$ cat src/rtl/fp16_acc_pkg.sv
// FP16 product accumulator: shared field widths, fixed-point scaling and FSM states.
package fp16_acc_pkg;

    localparam int unsigned EXP_BITS  = 5;
    localparam int unsigned MAN_BITS  = 10;
    localparam int unsigned BIAS      = 15;
    localparam int unsigned FRAC_BITS = 24;
    localparam int unsigned MAG_BITS  = 41;
    localparam int unsigned FP_W      = 1 + EXP_BITS + MAN_BITS;

    localparam logic [FP_W-1:0] MAX_FINITE = 16'h7BFF;

    typedef enum logic [1:0] {
        ACCUM,
        DRAIN,
        NORM,
        OUT
    } state_t;

endpackage

$ cat src/rtl/lzc.sv
// Leading/trailing zero counter. MODE=1 counts leading zeros, MODE=0 trailing zeros.
// An all-zero input reports WIDTH and raises o_zero_c.
module lzc #(
    parameter  int unsigned WIDTH = 32,
    parameter  int unsigned MODE  = 1,
    localparam int unsigned CNT_W = $clog2(WIDTH + 1)
) (
    input  logic [WIDTH-1:0] i_data,
    output logic [CNT_W-1:0] o_cnt_c,
    output logic             o_zero_c
);

    // Priority scan: the last hit in scan order is the bit nearest the counted end.
    always_comb begin
        o_cnt_c = CNT_W'(WIDTH);
        if (MODE == 1) begin
            for (int unsigned i = 0; i < WIDTH; i++) begin
                if (i_data[i]) o_cnt_c = CNT_W'(WIDTH - 1 - i);
            end
        end else begin
            for (int unsigned i = WIDTH; i > 0; i--) begin
                if (i_data[i-1]) o_cnt_c = CNT_W'(i - 1);
            end
        end
    end

    assign o_zero_c = ~|i_data;

endmodule

$ cat src/rtl/fp16_prod_accum.sv
// Streaming FP16 product accumulator: exact fixed-point sum (24 fraction bits) of a
// packet of FP16 products, normalised back to FP16 on the last beat.
// Optional macro FP16_ACC_RNE_EN: round-to-nearest-even packing instead of truncation.
module fp16_prod_accum
    import fp16_acc_pkg::*;
#(
    parameter int unsigned MAX_TERMS = 256
) (
    input  logic        clk_i,
    input  logic        rst_i,
    input  logic        in_valid_i,
    output logic        in_ready_o,
    input  logic [15:0] in_data_i,
    input  logic        in_last_i,
    output logic        out_valid_o,
    input  logic        out_ready_i,
    output logic [15:0] out_data_o,
    output logic        out_overflow_o,
    output logic        busy_o
);

    localparam int unsigned GUARD     = $clog2(MAX_TERMS);
    localparam int unsigned ACC_WIDTH = 42 + GUARD;
    localparam int unsigned CNT_W     = $clog2(MAX_TERMS + 1);
    localparam int unsigned LZ_W      = $clog2(ACC_WIDTH + 1);

    state_t                 r_state;
    logic                   r_in_ready;
    logic                   r_busy;
    logic                   r_out_valid;
    logic [FP_W-1:0]        r_out_data;
    logic                   r_ovf;
    logic [CNT_W-1:0]       r_cnt;
    logic                   r_term_vld;
    logic [ACC_WIDTH-1:0]   r_term;
    logic [ACC_WIDTH-1:0]   r_acc;

    logic                   w_in_fire;
    logic                   w_out_fire;
    logic [EXP_BITS-1:0]    w_exp_in;
    logic [MAN_BITS:0]      w_man_in;
    logic [EXP_BITS-1:0]    w_shift;
    logic [MAG_BITS-1:0]    w_mag_in;
    logic [ACC_WIDTH-1:0]   w_term;

    logic                   w_sign;
    logic [ACC_WIDTH-1:0]   w_mag;
    logic [LZ_W-1:0]        w_lz;
    logic                   w_zero;
    logic [LZ_W-1:0]        w_p;
    logic [ACC_WIDTH-1:0]   w_norm;
    logic [EXP_BITS-1:0]    w_exp_n;
    logic [MAN_BITS-1:0]    w_frac_n;
    logic [FP_W-1:0]        w_pack;
    logic                   w_unused_bits;

    assign w_in_fire  = in_valid_i && r_in_ready;
    assign w_out_fire = r_out_valid && out_ready_i;

    // Alignment: place the significand at its binary weight in units of 2^-24.
    assign w_exp_in = in_data_i[FP_W-2 -: EXP_BITS];
    assign w_man_in = {(w_exp_in != '0), in_data_i[MAN_BITS-1:0]};
    assign w_shift  = (w_exp_in == '0) ? '0 : w_exp_in - EXP_BITS'(1);
    assign w_mag_in = MAG_BITS'(w_man_in) << w_shift;
    assign w_term   = in_data_i[FP_W-1] ? (ACC_WIDTH'(0) - ACC_WIDTH'(w_mag_in))
                                        : ACC_WIDTH'(w_mag_in);

    // Magnitude of the sum and its leading-one position.
    assign w_sign = r_acc[ACC_WIDTH-1];
    assign w_mag  = w_sign ? (ACC_WIDTH'(0) - r_acc) : r_acc;

    lzc #(
        .WIDTH (ACC_WIDTH),
        .MODE  (1)
    ) u_lzc (
        .i_data   (w_mag),
        .o_cnt_c  (w_lz),
        .o_zero_c (w_zero)
    );

    assign w_p     = LZ_W'(ACC_WIDTH - 1) - w_lz;
    assign w_norm  = w_mag << w_lz;
    assign w_exp_n = EXP_BITS'(w_p - LZ_W'(FRAC_BITS - BIAS));
    assign w_frac_n = w_norm[ACC_WIDTH-2 -: MAN_BITS];

    // Packing: zero, subnormal (exact), normal (truncate or RNE), saturate.
`ifdef FP16_ACC_RNE_EN
    logic            w_guard;
    logic            w_sticky;
    logic            w_inc;
    logic [FP_W-1:0] w_rnd;

    assign w_guard       = w_norm[ACC_WIDTH-2-MAN_BITS];
    assign w_sticky      = |w_norm[ACC_WIDTH-3-MAN_BITS:0];
    assign w_inc         = w_guard & (w_sticky | w_frac_n[0]);
    assign w_rnd         = {1'b0, w_exp_n, w_frac_n} + FP_W'(w_inc);
    assign w_unused_bits = w_norm[ACC_WIDTH-1];

    always_comb begin
        w_pack = '0;
        if (w_zero) begin
            w_pack = '0;
        end else if (w_p < LZ_W'(MAN_BITS)) begin
            w_pack = {w_sign, {EXP_BITS{1'b0}}, w_mag[MAN_BITS-1:0]};
        end else if (w_p >= LZ_W'(MAG_BITS - 1)) begin
            w_pack = {w_sign, MAX_FINITE[FP_W-2:0]};
        end else if (w_rnd[FP_W-2 -: EXP_BITS] == '1) begin
            w_pack = {w_sign, MAX_FINITE[FP_W-2:0]};
        end else begin
            w_pack = {w_sign, w_rnd[FP_W-2:0]};
        end
    end
`else
    assign w_unused_bits = ^{w_norm[ACC_WIDTH-1], w_norm[ACC_WIDTH-2-MAN_BITS:0]};

    always_comb begin
        w_pack = '0;
        if (w_zero) begin
            w_pack = '0;
        end else if (w_p < LZ_W'(MAN_BITS)) begin
            w_pack = {w_sign, {EXP_BITS{1'b0}}, w_mag[MAN_BITS-1:0]};
        end else if (w_p >= LZ_W'(MAG_BITS - 1)) begin
            w_pack = {w_sign, MAX_FINITE[FP_W-2:0]};
        end else begin
            w_pack = {w_sign, w_exp_n, w_frac_n};
        end
    end
`endif

    // Datapath registers and packet FSM; the result clear on handshake overrides accumulation.
    always_ff @(posedge clk_i) begin
        if (rst_i) begin
            r_state     <= ACCUM;
            r_in_ready  <= 1'b1;
            r_busy      <= 1'b0;
            r_out_valid <= 1'b0;
            r_out_data  <= '0;
            r_ovf       <= 1'b0;
            r_cnt       <= '0;
            r_term_vld  <= 1'b0;
            r_term      <= '0;
            r_acc       <= '0;
        end else begin
            r_term_vld <= w_in_fire;
            if (w_in_fire) r_term <= w_term;
            if (r_term_vld) r_acc <= r_acc + r_term;

            case (r_state)
                ACCUM: begin
                    if (w_in_fire) begin
                        r_busy <= 1'b1;
                        if (r_cnt == CNT_W'(MAX_TERMS)) r_ovf <= 1'b1;
                        else                            r_cnt <= r_cnt + CNT_W'(1);
                        if (in_last_i) begin
                            r_state    <= DRAIN;
                            r_in_ready <= 1'b0;
                        end
                    end
                end
                DRAIN: begin
                    r_state <= NORM;
                end
                NORM: begin
                    r_out_data  <= w_pack;
                    r_out_valid <= 1'b1;
                    r_state     <= OUT;
                end
                OUT: begin
                    if (w_out_fire) begin
                        r_out_valid <= 1'b0;
                        r_acc       <= '0;
                        r_cnt       <= '0;
                        r_ovf       <= 1'b0;
                        r_busy      <= 1'b0;
                        r_in_ready  <= 1'b1;
                        r_state     <= ACCUM;
                    end
                end
                default: begin
                    r_state <= ACCUM;
                end
            endcase
        end
    end

    assign in_ready_o     = r_in_ready;
    assign busy_o         = r_busy;
    assign out_valid_o    = r_out_valid;
    assign out_data_o     = r_out_data;
    assign out_overflow_o = r_ovf;

endmodule

$ cat config.mk
export PLATFORM = sky130hd
export DESIGN_NAME = fp16_prod_accum
export DESIGN_NICKNAME = d
export VERILOG_FILES = /design/src/rtl/fp16_acc_pkg.sv /design/src/rtl/lzc.sv /design/src/rtl/fp16_prod_accum.sv
export SDC_FILE = /design/constraint.sdc
export NUM_CORES = 1
export LEC_CHECK = 0
export ABC_AREA = 1
export BUFFER_PORTS_ARGS = -buffer_cell sky130_fd_sc_hd__clkbuf_2
export CAP_MARGIN = 20
export CORE_ASPECT_RATIO = 0.5
export CORE_UTILIZATION = 25
export CTS_CLUSTER_SIZE = 30
export DETAILED_ROUTE_END_ITERATION = 8
export GPL_TIMING_DRIVEN = 1
export PLACE_DENSITY_LB_ADDON = 0.15
export REMOVE_ABC_BUFFERS = 1
export SYNTH_ARGS = -nofsm -noshare
export SYNTH_HDL_FRONTEND = slang
export SYNTH_SLANG_ARGS = --single-unit
$ cat constraint.sdc
create_clock -name clk_i -period 4.75 [get_ports clk_i]
set_input_delay 0.7125 -clock clk_i [delete_from_list [all_inputs] [get_ports clk_i]]
set_output_delay 0.7125 -clock clk_i [all_outputs]
set_load 0.01 [all_outputs]
==> results of run 1 <==
==> cell type report <==
class	count	area share, %
inverter	312	6.25
multi-input combinational	1697	54.1
tap	690	4.59
clock buffer	17	2.26
clock inverter	15	0.905
sequential	124	13.3
timing repair buffer	440	18.6
==> worst paths after layout <==
check                                       to  cells past startpoint
worst max-delay path             out_data_o[8]                     52
worst min-delay path            out_data_o[12]                      2
worst max register to register   out_data_o[8]                     52
worst min register to register  out_data_o[12]                      2
==> cell usage in the layout (no fill, tap or decap), drive strengths merged, types with 59 or more instances in the layout <==
cell type and n:
ha 60, nand3 230, xor2 72, clkbuf 59, nor2 228, buf 398, a21oi 133, inv 318
nand2 597, dfxtp 124, o21ai 171
==> report_power, final <==
group          switching (mW)  internal [mW]
clock                   0.663          0.753
sequential              0.227           1.27
combinational            4.41           3.10
total                    5.30           5.12
==> worst min-delay path, cell delays in order, from the launching register on <==
cell and delay (ns):
dfxtp_1 0.31, nand2_1 0.06, a21oi_1 0.05
==> kinds of logic after synthesis <==
logic type	after synthesis	synth area share (%)
adder cells (fa/ha/maj)	61	6.00
flip-flops	124	19.3
multiplexers	2	0.156
AO/OA/AOI/OAI	410	18.5
XOR/XNOR	89	6.18
buffers and inverters	397	11.9
AND/OR/NAND/NOR	1133	37.9
==> routing by layer <==
layer	wire, um	global-route usage, %	up-vias	share of wire (%)
met4	383	3.73	0	0.82
li1	-	-	8002	-
met5	0	0	-	0
met3	1360	2.26	21	2.9
met2	19300	26.1	197	41
met1	25600	27.3	6701	55
==> stage by stage <==
stage	total power [mW]	hold slack, ns
after floorplan	5.25	0.458
after global placement	7.79	0.457
after detailed placement	7.76	0.456
after CTS	9.83	0.468
after global routing	11.3	0.481
final	10.4	0.462
==> repair_timing <==
action	in CTS	in global routing
endpoints found under the setup margin	26	52
gates cloned	3	3
buffers inserted	59	32
hold buffers	0	0
pin swaps	65	130
gates resized for setup	134	274
==> state kept, by name, indices dropped and copies added, names as in the netlist <==
name and flops:
r_state 2, r_acc 50, r_term 42, out_data_o 16, out_overflow_o 1, out_valid_o 1
r_cnt 9, r_term_vld 1, busy_o 1, in_ready_o 1
==> impl_metrics.json, run 1 <==
{
  "stdcell_area_um2": 18800,
  "root_buffer": "clkbuf_16",
  "grt_pass1_vias": 13800,
  "power_density_nw_per_um2": 554,
  "start_util_pct": 25.5,
  "n_antenna_cell": 0,
  "drt_iter0_drc": 789,
  "grt_overflow_total": 0,
  "run_status": "complete, but fails checks",
  "finalCriticalPeriod_ns": 4.87,
  "async_flop_share_pct": 0,
  "path_class": "flip-flop to flip-flop",
  "clockBufferDepth": 2,
  "io_pins": 41,
  "drt-total-wl_um": 46600,
  "rows": 58,
  "min_period_over_period_pct": 103,
  "drc_errors": 0,
  "cp_max_fo": 7,
  "startpoint": "r_acc[1]",
  "antenna_left": 0,
  "yosys.cell_types.count": 61,
  "reg2reg_from": "r_acc[1]",
  "syn_avg_cell_area_um2": 5.80,
  "first_pass_iters": 6,
  "antenna_found_initial": 0,
  "hold_path.class": "flip-flop to flip-flop",
  "place_ws_ns": -0.423,
  "vias": 14900,
  "htreeDepth": 4,
  "insertion_delay_ns": 0.46,
  "start_kind": "flip-flop",
  "cpPeakStageDelay_ns": 0.33,
  "die_y_um": 162,
  "worst_slack_ns": -0.124,
  "layout.cells.non_filler": 3295,
  "track_usage_pct": 17.8,
  "clock_skew_ns": 0.0246,
  "path_delay_family": "simple AND/OR/NAND/NOR gates",
  "place_area_um2": 16000,
  "port_buffers": 40,
  "clock-sinks": 124,
  "area_delta_synth_final_pct": 46.3,
  "yosys_warnings": 0,
  "hpwl_um": 35600,
  "ff_latch_area_um2": 2500,
  "relSlewSlack_pct": 45.6,
  "routabilityCongestion": 0.869,
  "routed_via_density": 4.53,
  "tightest_slew_ns": 0.814,
  "hold_start": "out_data_o[12]",
  "finalHoldViolCount": 0,
  "syn-instance-count": 2216,
  "cts.reportedPaths.clkPinSlew_ns": 0.08,
  "multi_input_area_um2": 10200,
  "grt_max_degree": 64,
  "cts_tree": "built",
  "dp_cells": 3179,
  "worst_ep_required_time_ns": 5.05,
  "peakVddDrop_mv": 0.291,
  "rsz0062_at_grt": "yes",
  "timing.reg2reg.setup_slack_ns": -0.12,
  "synth_edf_count": 0,
  "core_um2": 50500,
  "tns_ns": -0.768,
  "ys_ff_latch": 124,
  "yosysTopAreaCellShare_pct": 19.3,
  "cap_violations": 0,
  "violations": "negative setup slack",
  "critPathCaptureType": "flip-flop",
  "fillers": 5539,
  "die_w_um": 323,
  "yosysMostFrequentCell": "nand2_1",
  "p_leak_nw": 9.43,
  "synth.area.top_cells": "dfxtp_1 (19%), nand2_1 (17%), nand3_1 (9.0%)",
  "nNetsFinal": 2674,
  "synthFlopType": "dfxtp_1",
  "die_area_um2": 52400,
  "arrival_ns": 5.17,
  "crit_buf_inv": 4,
  "synth_top_area_cell": "dfxtp_1",
  "synth_commonest_cells": "nand2_1 (588), inv_1 (294), nand3_1 (230)",
  "cp_common_cell": "nand2_1",
  "grt_pass1_wl_um": 74300,
  "post-route-util_pct": 37.2,
  "cts_made_buffers": 17,
  "cpMaxStageDelayCell": "dfxtp_2",
  "maxSlewViolCount": 0,
  "drive_gt1_share_pct": 31.1,
  "synth-seq-area-share_pct": 19.3,
  "max_freq_mhz": 205,
  "wire_per_inst_um": 14.2,
  "setup_viol": 13,
  "syn_area_um2": 12900
}
No activity file was read; power rests on OpenSTA's default activity.
==> run 2, diff against run 1 <==
- CORE_MARGIN: unset -> 8
==> impl_metrics.json, run 2 (synthesis results as in run 1) <==
{
  "cp.depth": 39,
  "track_usage_pct": 15.3,
  "clockBufferDepth": 2,
  "cts_tree": "built",
  "drc_errors": 0,
  "regMostFlops": "r_acc",
  "first_pass_iters": 6,
  "stdcell_area_um2": 18800,
  "worst_ep_required_time_ns": 5.04,
  "setup_viol": 10,
  "antenna_left": 0,
  "die_w_um": 337,
  "wire_per_inst_um": 14.1,
  "final_cell_mix": "nand2_1 (539), buf_4 (379), inv_1 (278), nor2_1 (202), nand3_1 (168)",
  "n_antenna_cell": 0,
  "max_freq_mhz": 208,
  "vias": 14900,
  "largest_reg_flops": 50,
  "die_y_um": 176,
  "run_status": "complete, but fails checks",
  "path_class": "flip-flop to flip-flop",
  "root_buffer": "clkbuf_16",
  "cpMaxStageDelayCell": "dfxtp_4",
  "drt-total-wl_um": 46600,
  "nNetsFinal": 2694,
  "cts_made_buffers": 17,
  "cp_max_fo": 8,
  "rsz0062_at_grt": "yes",
  "finalCriticalPeriod_ns": 4.82,
  "relSlewSlack_pct": 45.4,
  "tightest_slew_ns": 0.818,
  "fillers": 5591,
  "critPathCaptureType": "flip-flop",
  "crit_buf_inv": 11,
  "multi_input_area_um2": 10000,
  "ff_latch_area_um2": 2500,
  "hpwl_um": 35600,
  "routed_via_density": 4.51,
  "hold_path.class": "flip-flop to flip-flop",
  "grt_pass1_wl_um": 74700,
  "tns_ns": -0.291,
  "r2r-end": "out_data_o[2]",
  "drt_iter0_drc": 863,
  "start_util_pct": 25.5,
  "layout_commonest_cell": "nand2_1",
  "io_pins": 41,
  "path_delay_family": "simple AND/OR/NAND/NOR gates",
  "drive_gt1_share_pct": 30.3,
  "cts.reportedPaths.clkPinSlew_ns": 0.07,
  "place_area_um2": 16200,
  "violations": "negative setup slack",
  "min_period_over_period_pct": 101,
  "port_buffers": 40,
  "crit_end": "out_data_o[2]",
  "insertion_delay_ns": 0.44,
  "cap_violations": 0,
  "hold_start": "out_data_o[6]",
  "maxSlewViolCount": 0,
  "routabilityCongestion": 0.854,
  "arrival_ns": 5.10,
  "area_delta_synth_final_pct": 46.5,
  "die_area_um2": 59400,
  "antenna_found_initial": 0,
  "ff2ff_path_depth": 39,
  "finalHoldViolCount": 0,
  "timing.reg2reg.setup_slack_ns": -0.07,
  "power_density_nw_per_um2": 554,
  "rows": 58,
  "grt_overflow_total": 0,
  "peakVddDrop_mv": 0.273,
  "holdBufCountCts": 0,
  "clock-sinks": 124,
  "cpPeakStageDelay_ns": 0.36,
  "start_kind": "flip-flop",
  "p_leak_nw": 9.54,
  "clock_skew_ns": 0.0128,
  "worst_slack_ns": -0.0655,
  "core_um2": 50500,
  "startpoint": "r_acc[1]",
  "grt_pass1_vias": 13900,
  "grt_max_degree": 64,
  "reg2reg_from": "r_acc[1]",
  "htreeDepth": 4
}
## run 2: how the worst min path moves through the flow
| stage | to | slack, ns | cells after the start |
|---|---|---|---|
| finish | out_data_o[6] | 0.46 | 2 |
| detailed placement | out_data_o[6] | 0.46 | 2 |
| global placement | out_data_o[13] | 0.45 | 2 |
| floorplan | r_cnt[7] | 0.46 | 2 |
| CTS | out_data_o[6] | 0.47 | 2 |
| global route | out_data_o[6] | 0.47 | 2 |
## run 2: layer usage
layer  share of wire [%]  wire length (um)  up-vias  global-route usage, %
met1                  55             25500     6649                   23.4
met3                 3.0              1400       36                   2.16
met5                   0                 0        -                      0
li1                    -                 -     8037                      -
met4                0.95               445        0                   2.44
met2                  41             19200      217                   22.8
## run 2: worst reg2reg max path: cells and delay by family (launching register included)
family	cells	cell delay, ns
AOI/OAI and AO/OA	3	0.38
DFF	1	0.36
xor gates and xnor gates	2	0.38
buffers and inverters	11	1.02
and+or+nand+nor	23	2.51
## run 2: report_power, final
part / leakage [nW] / internal, mW / switching (mW)
registers: 1.02 / 1.27 / 0.227
clock network: 0.281 / 0.697 / 0.616
logic: 8.23 / 3.22 / 4.40
total: 9.54 / 5.19 / 5.25
## run 2: repair_timing
action / in CTS / in global routing
gates cloned: 4 / 7
setup endpoints to repair: 24 / 52
gates resized for setup: 104 / 242
pin swaps: 43 / 95
setup buffers: 53 / 26
## run 2: final cells by class
class	count	area share (%)
Clock buffer	17	2.26
Sequential cell	124	13.3
Clock inverter	15	0.777
Multi-Input combinational cell	1698	53.2
Tap cell	690	4.58
Timing Repair Buffer	459	19.6
Inverter	312	6.26
## run 2: per-stage QoR
| stage | setup WS, ns | hold slack [ns] | util, % | total power, mW | instances |
|---|---|---|---|---|---|
| finish | -0.0655 | 0.462 | 37.3 | 10.4 | 3315 |
| global route | -0.641 | 0.475 | 37.3 | 11.4 | 3315 |
| CTS | -0.0701 | 0.466 | 34.9 | 9.77 | 3285 |
| detailed placement | -0.422 | 0.456 | 32.0 | 7.85 | 3196 |
| global placement | -0.430 | 0.454 | 32.0 | 7.86 | 3196 |
| floorplan | -1.60 | 0.458 | - | 5.25 | 2131 |
==> run 3, diff against run 2 <==
--- a/config.mk
+++ b/config.mk
@@ -9,5 +9,4 @@
 export BUFFER_PORTS_ARGS = -buffer_cell sky130_fd_sc_hd__clkbuf_2
 export CAP_MARGIN = 20
-export CORE_ASPECT_RATIO = 0.5
 export CORE_MARGIN = 8
 export CORE_UTILIZATION = 25
==> constraint.sdc (replaced) <==
create_clock -name clk_i -period 4.75 [get_ports clk_i]
set_input_delay 0.2375 -clock clk_i [delete_from_list [all_inputs] [get_ports clk_i]]
set_output_delay 0.2375 -clock clk_i [all_outputs]
set_load 0.01 [all_outputs]
==> impl_metrics.json, run 3 (synthesis results as in run 1) <==
{
  "run_status": "complete, but fails checks",
  "violations": "negative setup slack",
  "rows": 83,
  "die_area_um2": 58900,
  "ff2ff_path_depth": 43,
  "place_area_um2": 15700,
  "ff_latch_area_um2": 2490,
  "arrival_ns": 5.17,
  "fillers": 5577,
  "antenna_found_initial": 1,
  "cp_common_cell": "nand2_2",
  "hold_start": "in_last_i",
  "power_frac_clock_pct": 12.7,
  "timing.reg2reg.setup_slack_ns": -0.06,
  "finalCriticalPeriod_ns": 4.81,
  "antenna_left": 0,
  "maxSlewViolCount": 0,
  "path_class": "flip-flop to flip-flop",
  "port_buffers": 40,
  "hpwl_um": 34700,
  "wl_met3_um": 1230,
  "grt_overflow_total": 0,
  "drc_errors": 0,
  "drive_gt1_share_pct": 29.2,
  "insertion_delay_ns": 0.47,
  "power_density_nw_per_um2": 555,
  "area_delta_synth_final_pct": 42.4,
  "vias": 14700,
  "r2r-end": "r_acc[47]",
  "stdcell_area_um2": 18300,
  "cpMaxStageDelayCell": "dfxtp_2",
  "cp_max_fo": 3,
  "p_total_mw": 10.2,
  "multi_input_area_um2": 9970,
  "comb_power_share_pct": 72.7,
  "hold_path_depth": 3,
  "setup_viol": 3,
  "tightest_slew_ns": 0.678,
  "post-route-util_pct": 35.8,
  "worst_ep_required_time_ns": 5.11,
  "start_kind": "flip-flop",
  "hold_path.class": "input port to flip-flop",
  "peakVddDrop_mv": 0.335,
  "clockBufferDepth": 2,
  "layout_commonest_cell": "nand2_1",
  "htreeDepth": 4,
  "regMostFlops": "r_acc",
  "track_usage_pct": 15.0,
  "drt_iter0_drc": 773,
  "seq_power_share_pct": 14.6,
  "reg2reg_from": "r_acc[1]",
  "relSlewSlack_pct": 54.7,
  "startpoint": "r_acc[1]",
  "finalHoldViolCount": 0,
  "first_pass_iters": 5,
  "start_util_pct": 25.2,
  "switching_share_pct": 51.1,
  "clock_skew_ns": 0.00952,
  "cts.reportedPaths.clkPinSlew_ns": 0.07,
  "drt-total-wl_um": 45100,
  "layout.cells.non_filler": 3247,
  "grt_pass1_wl_um": 73300,
  "largest_reg_flops": 50,
  "met1_length_um": 21900,
  "internal_power_mw": 4.97,
  "grt_pass1_vias": 14300,
  "nNetsFinal": 2635,
  "worst_slack_ns": -0.0601,
  "tns_ns": -0.0885,
  "core_um2": 51100,
  "cts_tree": "built",
  "switching_power_mw": 5.20,
  "min_period_over_period_pct": 101,
  "cpPeakStageDelay_ns": 0.33,
  "grt_max_degree": 80,
  "wire_per_inst_um": 13.9,
  "root_buffer": "clkbuf_16",
  "max_freq_mhz": 208,
  "routed_via_density": 4.54,
  "rsz0062_at_grt": "yes",
  "whs_endpoint": "r_state[1]",
  "cap_violations": 0,
  "top_layer": "met4",
  "dp_cells": 3121,
  "clock-sinks": 124,
  "wl_met2_um": 20900,
  "routabilityCongestion": 0.871,
  "p_leak_nw": 9.27,
  "final_cell_mix": "nand2_1 (518), buf_4 (320), inv_1 (282), nor2_1 (201), nand3_1 (159)",
  "die_y_um": 243,
  "critPathCaptureType": "flip-flop",
  "die_w_um": 243,
  "io_pins": 41,
  "cts_made_buffers": 17
}
==> run 3: cell count changes in the layout (fill, tap and decap cells not counted), moves of 5 or more <==
cell     before  now
buf_4       379  320
nand2_2      44   71
nand2_1     539  518
nand3_2      61   71
nand3_1     168  159
buf_6        21   29
nor3_2       12    4
nand2_4      13    6
o21ai_0     106  113
xor2_1       57   62
xor2_2       14    9
==> run 3: worst max-delay path by stage <==
stage | endpoint | slack [ns] | cells after the start
finish | r_acc[47] | -0.06 | 43
global route | out_data_o[0] | -0.59 | 60
CTS | out_data_o[8] | -0.05 | 58
detailed placement | out_data_o[2] | -0.33 | 33
global placement | r_acc[46] | -0.33 | 37
floorplan | out_data_o[0] | -1.60 | 36
==> run 3: final cells by class <==
class / count / area share, %
diodes: 1 / 0.0137
clock buffers: 17 / 2.32
clock inverters: 15 / 0.827
inverters: 312 / 6.42
multi-input cells: 1695 / 54.4
flip-flops and latches: 124 / 13.6
well taps: 680 / 4.65
repair buffers: 403 / 17.7
==> run 3: metrics by stage <==
stage | setup slack [ns] | hold slack, ns
after CTS | -0.0498 | 0.136
after global placement | -0.335 | 0.453
after floorplan | -1.60 | 0.307
after detailed placement | -0.331 | 0.456
final | -0.0601 | 0.187
after global routing | -0.592 | 0.186
==> run 3: metal layers <==
layer / global-route usage, % / vias to the layer above
met1: 19.3 / 6552
met2: 24.9 / 203
met3: 2.67 / 62
met5: 0 / -
li1: - / 7917
met4: 5.04 / 0
==> run 3: critical path, delay by kind of cell, from the launching register on <==
family	cells	cell delay (ns)
AND/OR/NAND/NOR	25	1.95
AO/OA/AOI/OAI	10	1.61
buffers and inverters	7	0.56
flip-flops	1	0.33
adder cells (fa/ha/maj)	1	0.25
==> run 3: power by group through the flow <==
stage	combinational (mW)	clock, mW	sequential, mW
CTS	6.82	1.35	1.50
finish	7.39	1.29	1.49
floorplan	3.77	0	1.48
detailed placement	6.17	0	1.52
global placement	6.20	0	1.51
global route	8.17	1.38	1.52
==> run 3: repair_timing <==
item	CTS	global route
setup buffers	69	28
setup endpoints to repair	23	47
cloned	3	2
hold buffers	0	0
pin swaps	57	96
gates resized for setup	124	210
